<file path="src/rtl/microsequencer.sv">
// Next-state sequencer for the multicycle MIPS control unit; owns the microprogram state register.
// Define MICROSEQ_ILLEGAL_TRAP_EN to trap illegal opcodes into an absorbing HALT state.
module microsequencer #(
  parameter int CNT_W = 16
) (
  input  logic             clk,
  input  logic             reset,
  input  logic             addrctl,
  input  logic [5:0]       opcode,
  input  logic             mem_ready,
  output logic [3:0]       state,
  output logic             stall,
  output logic             illegal,
  output logic             halted,
  output logic [CNT_W-1:0] instr_count
);

  typedef enum logic [3:0] {
    FETCH   = 4'd0,
    DECODE  = 4'd1,
    MEMADR  = 4'd2,
    MEMRD   = 4'd3,
    MEMWB   = 4'd4,
    MEMWR   = 4'd5,
    RTYPEEX = 4'd6,
    RTYPEWB = 4'd7,
    BEQEX   = 4'd8,
    JEX     = 4'd9,
    HALT    = 4'd15
  } state_t;

  localparam logic [5:0] OP_RTYPE = 6'b000000;
  localparam logic [5:0] OP_LW    = 6'b100011;
  localparam logic [5:0] OP_SW    = 6'b101011;
  localparam logic [5:0] OP_BEQ   = 6'b000100;
  localparam logic [5:0] OP_J     = 6'b000010;

`ifdef MICROSEQ_ILLEGAL_TRAP_EN
  localparam bit TRAP_EN = 1'b1;
`else
  localparam bit TRAP_EN = 1'b0;
`endif

  state_t state_q;
  state_t state_d;
  logic   illegal_d;
  logic   retire;

  // NOTE: sequential state uses non-blocking assignments so every register
  // samples the pre-edge values, independent of process ordering.
  always_ff @(posedge clk or negedge reset) begin
    if (!reset) state_q <= FETCH;
    else        state_q <= state_d;
  end

  always_comb begin
    // NOTE: defaults first so every path assigns each output and no latch is inferred.
    state_d   = state_q;
    illegal_d = 1'b0;
    if (stall) begin
      state_d = state_q;
    end else if (state_q == HALT) begin
      state_d = TRAP_EN ? HALT : FETCH;
    end else if (state_q > JEX) begin
      state_d = FETCH;
    end else if (addrctl) begin
      state_d = (state_q == JEX) ? FETCH : state_t'(state_q + 4'd1);
    end else begin
      case (state_q)
        DECODE: begin
          case (opcode)
            OP_LW, OP_SW: state_d = MEMADR;
            OP_RTYPE:     state_d = RTYPEEX;
            OP_BEQ:       state_d = BEQEX;
            OP_J:         state_d = JEX;
            default: begin
              state_d   = TRAP_EN ? HALT : FETCH;
              illegal_d = 1'b1;
            end
          endcase
        end
        MEMADR: begin
          case (opcode)
            OP_LW:   state_d = MEMRD;
            OP_SW:   state_d = MEMWR;
            default: state_d = FETCH;
          endcase
        end
        default: state_d = FETCH;
      endcase
    end
  end

  always_comb begin
    stall  = !mem_ready && (state_q == FETCH || state_q == MEMRD || state_q == MEMWR);
    halted = TRAP_EN && (state_q == HALT);
    // An instruction retires on the edge that returns to FETCH from elsewhere.
    retire = (state_q != FETCH) && (state_d == FETCH);
  end

  always_ff @(posedge clk or negedge reset) begin
    if (!reset) begin
      illegal     <= 1'b0;
      instr_count <= '0;
    end else begin
      illegal <= illegal_d;
      if (retire) instr_count <= instr_count + CNT_W'(1);
    end
  end

  assign state = state_q;

endmodule

</file>
<file path="config.mk">
export PLATFORM = sky130hd
export DESIGN_NAME = microsequencer
export DESIGN_NICKNAME = d
export VERILOG_FILES = /design/src/rtl/microsequencer.sv
export SDC_FILE = /design/constraint.sdc
export NUM_CORES = 1
export LEC_CHECK = 0
export ABC_AREA = 1
export BUFFER_PORTS_ARGS = -buffer_cell sky130_fd_sc_hd__clkbuf_2
export CORE_MARGIN = 4
export CORE_UTILIZATION = 54
export DETAILED_ROUTE_END_ITERATION = 12
export PLACE_DENSITY_LB_ADDON = 0.12
export SYNTH_ARGS = -nofsm -noshare
export SYNTH_HDL_FRONTEND = slang
export SYNTH_SLANG_ARGS = --single-unit
</file>
<file path="constraint.sdc">
create_clock -name clk -period 2 [get_ports clk]
set_input_delay 0.3 -clock clk [delete_from_list [all_inputs] [get_ports clk]]
set_output_delay 0.3 -clock clk [all_outputs]
set_load 0.02 [all_outputs]
</file>
[Word level (Yosys, flattened, before mapping)]
Index checks and enable logic that the tools add are counted.
Word-level totals
  flip-flop bits (word level): 21
  input port bits: 10
  output and inout port bits: 23
  logic and storage cells: 41
Operators by class
  add/sub/neg operators: 2
  order comparisons: 1
  equal/unequal tests: 10
  muxes and demuxes: 14
  reduce and logical (&&, ||, !) cells: 11
Operators by type and width (number)
  $mux W4: 5
  $add A16 B1 Y16 const B: 1
  $pmux W4 S4: 1
  $eq A6 B6 Y1 const B: 2
  $eq A4 B2 Y1 const B: 2
  $eq A4 B4 Y1 const B: 2
  $logic_not A4 Y1: 2
  $pmux W4 S2: 1
  $eq A6 B2 Y1 const B: 1
  $eq A6 B3 Y1 const B: 1
  $logic_not A6 Y1: 1
  $mux W1: 6
  $pmux W3 S2: 1
  $reduce_or A5 Y1: 1
  $add A4 B1 Y4 const B: 1
  $eq A4 B1 Y1 const B: 1
  $eq A4 B3 Y1 const B: 1
  $gt A4 B4 Y1 const B: 1
  $reduce_bool A4 Y1: 1
  $logic_and A1 B1 Y1: 2
  $logic_or A1 B1 Y1: 2
  $reduce_or A2 Y1: 1
  $logic_not A1 Y1: 1

[Longest topological paths before layout]
  word-level depth: 10
  depth in mapped cells: 14
  depth with buffers taken out: 13

[Worst setup path after synthesis]
No wires, ideal clock.
  kind: flip-flop to flip-flop
  from: register state_q[1], in the netlist state[1]
  to: register instr_count[10]
  setup time: 118 ps
  arrival time: 1669 ps
  data required time: 1882 ps
  setup slack: 213 ps
  cell stages (with the launch flop): 14
  buffers on the path: 1
  period minus slack after synthesis: 1787 ps
  cells stage by stage: dfrtp_1 inv_2 nand2_2 a21oi_2 nand2_2 inv_2 nor2_1 nand2_2 nand2_4 nor2_8 nand2_4 buf_6 nand2_1 nand2_1
Between the ends
  elaborated cells between the ends (all ways): 21
  classes of those cells: 1 x add/sub; 1 x order compare; 6 x eq/ne; 6 x mux; 7 x reduce/logical
RTL lines
  start, declared: line 44  | state_t state_q;
  start signal, assigned: line 53  | else state_q <= state_d;
  $eq A4 B2 Y1 / $logic_not A4 Y1 (equally long branches): line 95  | stall = !mem_ready && (state_q == FETCH || state_q == MEMRD || state_q == MEMWR);
  $logic_or A1 B1 Y1: line 95
  $logic_or A1 B1 Y1 (*): line 95
  $logic_and A1 B1 Y1 (*): line 95
  net stall: line 12  | output logic stall,
  $mux W4 (*): line 60  | if (stall) begin
  net state_d[0]: line 45  | state_t state_d;
  $logic_not A4 Y1 (*): line 98  | retire = (state_q != FETCH) && (state_d == FETCH);
  $logic_and A1 B1 Y1 (*): line 98
  end signal, assigned: line 107  | if (retire) instr_count <= instr_count + CNT_W'(1);
  end, declared: line 15  | output logic [CNT_W-1:0] instr_count
Mark *: on every way through the listed nets, which the timed path passes. The rest lies on a longest branch.
A chain may end at the register's enable or synchronous reset.

[Final worst setup path]
  from: register state_q[1], in the netlist state[1]
  to: register instr_count[14]
Between the ends
  cells in the longest elaborated chain, start to end: 8
  elaborated cells between the ends (all ways): 21
  classes of those cells: 1 x add/sub; 1 x order compare; 6 x eq/ne; 6 x mux; 7 x reduce/logical
RTL lines
  $add A4 B1 Y4 (tied with other cells): line 67  | state_d = (state_q == JEX) ? FETCH : state_t'(state_q + 4'd1);
  $mux W4 / $pmux W4 S2 (equally long branches): line 67, 69
  $mux W4: line 66  | end else if (addrctl) begin
  $mux W4: line 64  | end else if (state_q > JEX) begin
  $mux W4: line 62  | end else if (state_q == HALT) begin
  $mux W4: line 60
  $logic_not A4 Y1: line 98
  $logic_and A1 B1 Y1 (*): line 98
Mark *: on every way between the ends. The rest lies on a longest branch, timed or not.

==> results.py <==
metrics = {
    "grt": {
        "grt_antenna_before_repair": 0,
        "track_usage": 0.194,
        "grt_pass1_wl_um": 5540,
        "grt_max_degree": 22,
        "gr-total-overflow": 0,
        "grt_pass1_vias": 1251,
    },
    "detailed_routing": {
        "viasPerCell": 5.08,
        "drc": 0,
        "drt_iter0_drc": 62,
        "ant_nets": 0,
        "routed_wl_um": 3280,
        "wl_per_cell_um": 11.3,
        "vias": 1478,
        "dr.pass1.iters": 4,
    },
    "place": {
        "buffer_ports.inserted": 31,
        "gp_congestion": 0.846,
        "detailed_place_hpwl_um": 2550,
    },
    "finish": {
        "final_nets": 272,
        "drive_gt1_frac": 0.231,
        "diodes": 0,
        "post-route-util": 0.641,
        "areaGrowthSynthToFinish_pct": 14.5,
    },
    "setup_path": {
        "startpoint": "state[1]",
        "worstSetupEndpointType": "register",
        "reg2reg_from": "state[1]",
        "cp-start-kind": "register",
        "ff2ff_setup_slack_ps": 210,
        "cp-endpoint": "instr_count[14]",
        "reg2reg_depth": 12,
        "crit_required_ps": 2270,
        "arrival_ps": 2060,
        "timing_worst_setup_path_type": "register to register",
        "critPathMaxFanout": 10,
        "rr_endpoint": "instr_count[14]",
    },
    "sta": {
        "fin_crit_ps": 1790,
        "skew_ps": 8.99,
        "relSlewSlack": 0.562,
        "max_slew.worst_pin.slew_ps": 652,
        "setup_tns_ps": 0,
        "slew_viol_final": 0,
        "rsz0062_at_grt": "false",
        "setup_viol": 0,
        "period_share": 0.895,
        "hold_viol_final": 0,
        "fmax_mhz": 559,
    },
    "die": {
        "dieArea_um2": 3750,
        "num_rows": 19,
        "fp.dieH_um": 61.3,
        "start_util": 0.560,
        "die_w_um": 61.3,
        "pin_count": 33,
        "core_area_um2": 2730,
    },
    "logic_synthesis": {
        "ys_types": 22,
        "avgSynthCellArea_um2": 6.81,
        "yosys_warnings": 0,
        "ys_ff_latch": 21,
        "synth_nets": 236,
        "seq_area_frac_synth": 0.343,
        "syn-cell-area_um2": 1530,
        "syn-instance-count": 225,
    },
    "clocking": {
        "cts_tree": "built",
        "clkTransAtPathRegs_ps": 120,
        "numCtsBuffers": 3,
        "clkLatencyLatePin_ps": 320,
        "cts.htree.levels": 1,
        "root_buffer": "clkbuf_4",
        "cts_num_sinks": 21,
        "cts_max_path_buffers": 2,
    },
    "pwr": {
        "power_density_nw_per_um2": 1070,
        "ir_drop_uv": 759,
        "cellLeakagePower_nw": 0.977,
    },
    "outcome": {
        "status": "completed",
    },
    "job": {
        "maxCapViolations": 0,
    },
    "worst_hold_path": {
        "hold_class": "input pin to register",
    },
}
==> logic make-up (layout without fill, tap and decap cells) <==
group | after synthesis | count (layout) | synth area share
AOI/OAI and AO/OA | 6 | 6 | 0.0221
xor gates and xnor gates | 12 | 12 | 0.0686
adders and majority gates | 1 | 1 | 0.00817
buffers and inverters | 32 | 67 | 0.0907
DFF | 21 | 21 | 0.343
other | 1 | 1 | 0.00245
and+or+nand+nor | 152 | 152 | 0.465
==> flip-flops by register name, indices dropped and copies added, names as in the netlist <==
register,count
illegal,1
state,4
instr_count,16
==> Yosys cell counts (all sizes together) <==
master / instances / area [um2]
dfrtp: 21 / 526
inv: 28 / 105
ha: 1 / 12.5
nand3: 31 / 155
nand4: 4 / 25.0
o21ai: 3 / 15.0
nor2: 28 / 138
nand3b: 1 / 7.51
xor2: 9 / 78.8
nand2: 80 / 343
a21oi: 3 / 18.8
conb: 1 / 3.75
buf: 4 / 33.8
xnor2: 3 / 26.3
nor3: 5 / 25.0
nor4: 3 / 18.8
==> worst max-delay path, stage by stage, from the launching register on <==
cell and delay, ps:
dfrtp_2 480, inv_2 90, nand2_2 60, a21oi_2 170, nand2_2 80, nand2_2 80
nor2_1 50, nand2_1 90, nand2_2 100, nor2_8 160, buf_4 200, nand3_1 90
nand2_1 80
==> per-stage QoR <==
step	cells	hold slack [ps]	setup WS [ps]	total power, mW	cell area, um2
finish	291	204	210	1.87	1750
global route	291	217	10.8	2.03	1750
CTS	291	211	181	1.87	1750
detailed placement	286	296	217	1.66	1710
global placement	286	296	246	1.65	1710
floorplan	225	4.41	213	1.42	1530
==> area by class of cell <==
class	count	area [um2]
tap	31	38.8
inverter	28	105
clock inverter	1	5.00
timing repair buffer	35	188
clock buffer	3	22.5
sequential	21	527
multi-input combinational	172	867
fill	249	981
==> what timing repair did <==
action / CTS / global route
buffers inserted: 0 / 0
hold buffers: 1 / 0
endpoints found under the hold margin: 21 / 0
endpoints found under the setup margin: 0 / 10
resized for setup: 0 / 1
==> per-layer routing <==
| metal | up-vias | global-route usage | routed length, um |
|---|---|---|---|
| met4 | 0 | 0.0557 | 25 |
| met3 | 4 | 0.0419 | 229 |
| li1 | 778 | - | - |
| met1 | 653 | 0.309 | 1720 |
| met5 | - | 0 | 0 |
| met2 | 43 | 0.260 | 1310 |
==> how the worst min path moves through the flow <==
stage          startpoint        to  slack [ps]  depth (start not counted)
2_1_floorplan       reset   illegal           4                          0
3_3_place_gp        reset  state[3]         300                          1
3_5_place_dp        reset  state[3]         300                          1
4_1_cts           addrctl   illegal         210                          2
5_1_grt           addrctl   illegal         220                          2
6_report          addrctl   illegal         200                          2
==> cells in the final DEF (no fill, tap or decap), drive strengths merged <==
master / netlist / routed
nand2: 80 / 80
clkbuf: 0 / 34
nand3: 31 / 31
nor2: 28 / 28
inv: 28 / 28
dfrtp: 21 / 21
xor2: 9 / 9
nor3: 5 / 5
nand4: 4 / 4
o21ai: 3 / 3
nor4: 3 / 3
xnor2: 3 / 3
buf: 4 / 3
a21oi: 3 / 3
nand3b: 1 / 1
ha: 1 / 1
conb: 1 / 1
clkinv: 0 / 1
dlygate4sd3: 0 / 1
==> report_power, final <==
part	internal (mW)	total [mW]	leakage, nW	switching, mW
Clock	0.0749	0.209	0.0177	0.134
Sequential	0.496	0.601	0.283	0.105
Combinational	0.330	1.06	0.677	0.733
Total	0.901	1.87	0.977	0.973
No activity file was read; power rests on OpenSTA's default activity.
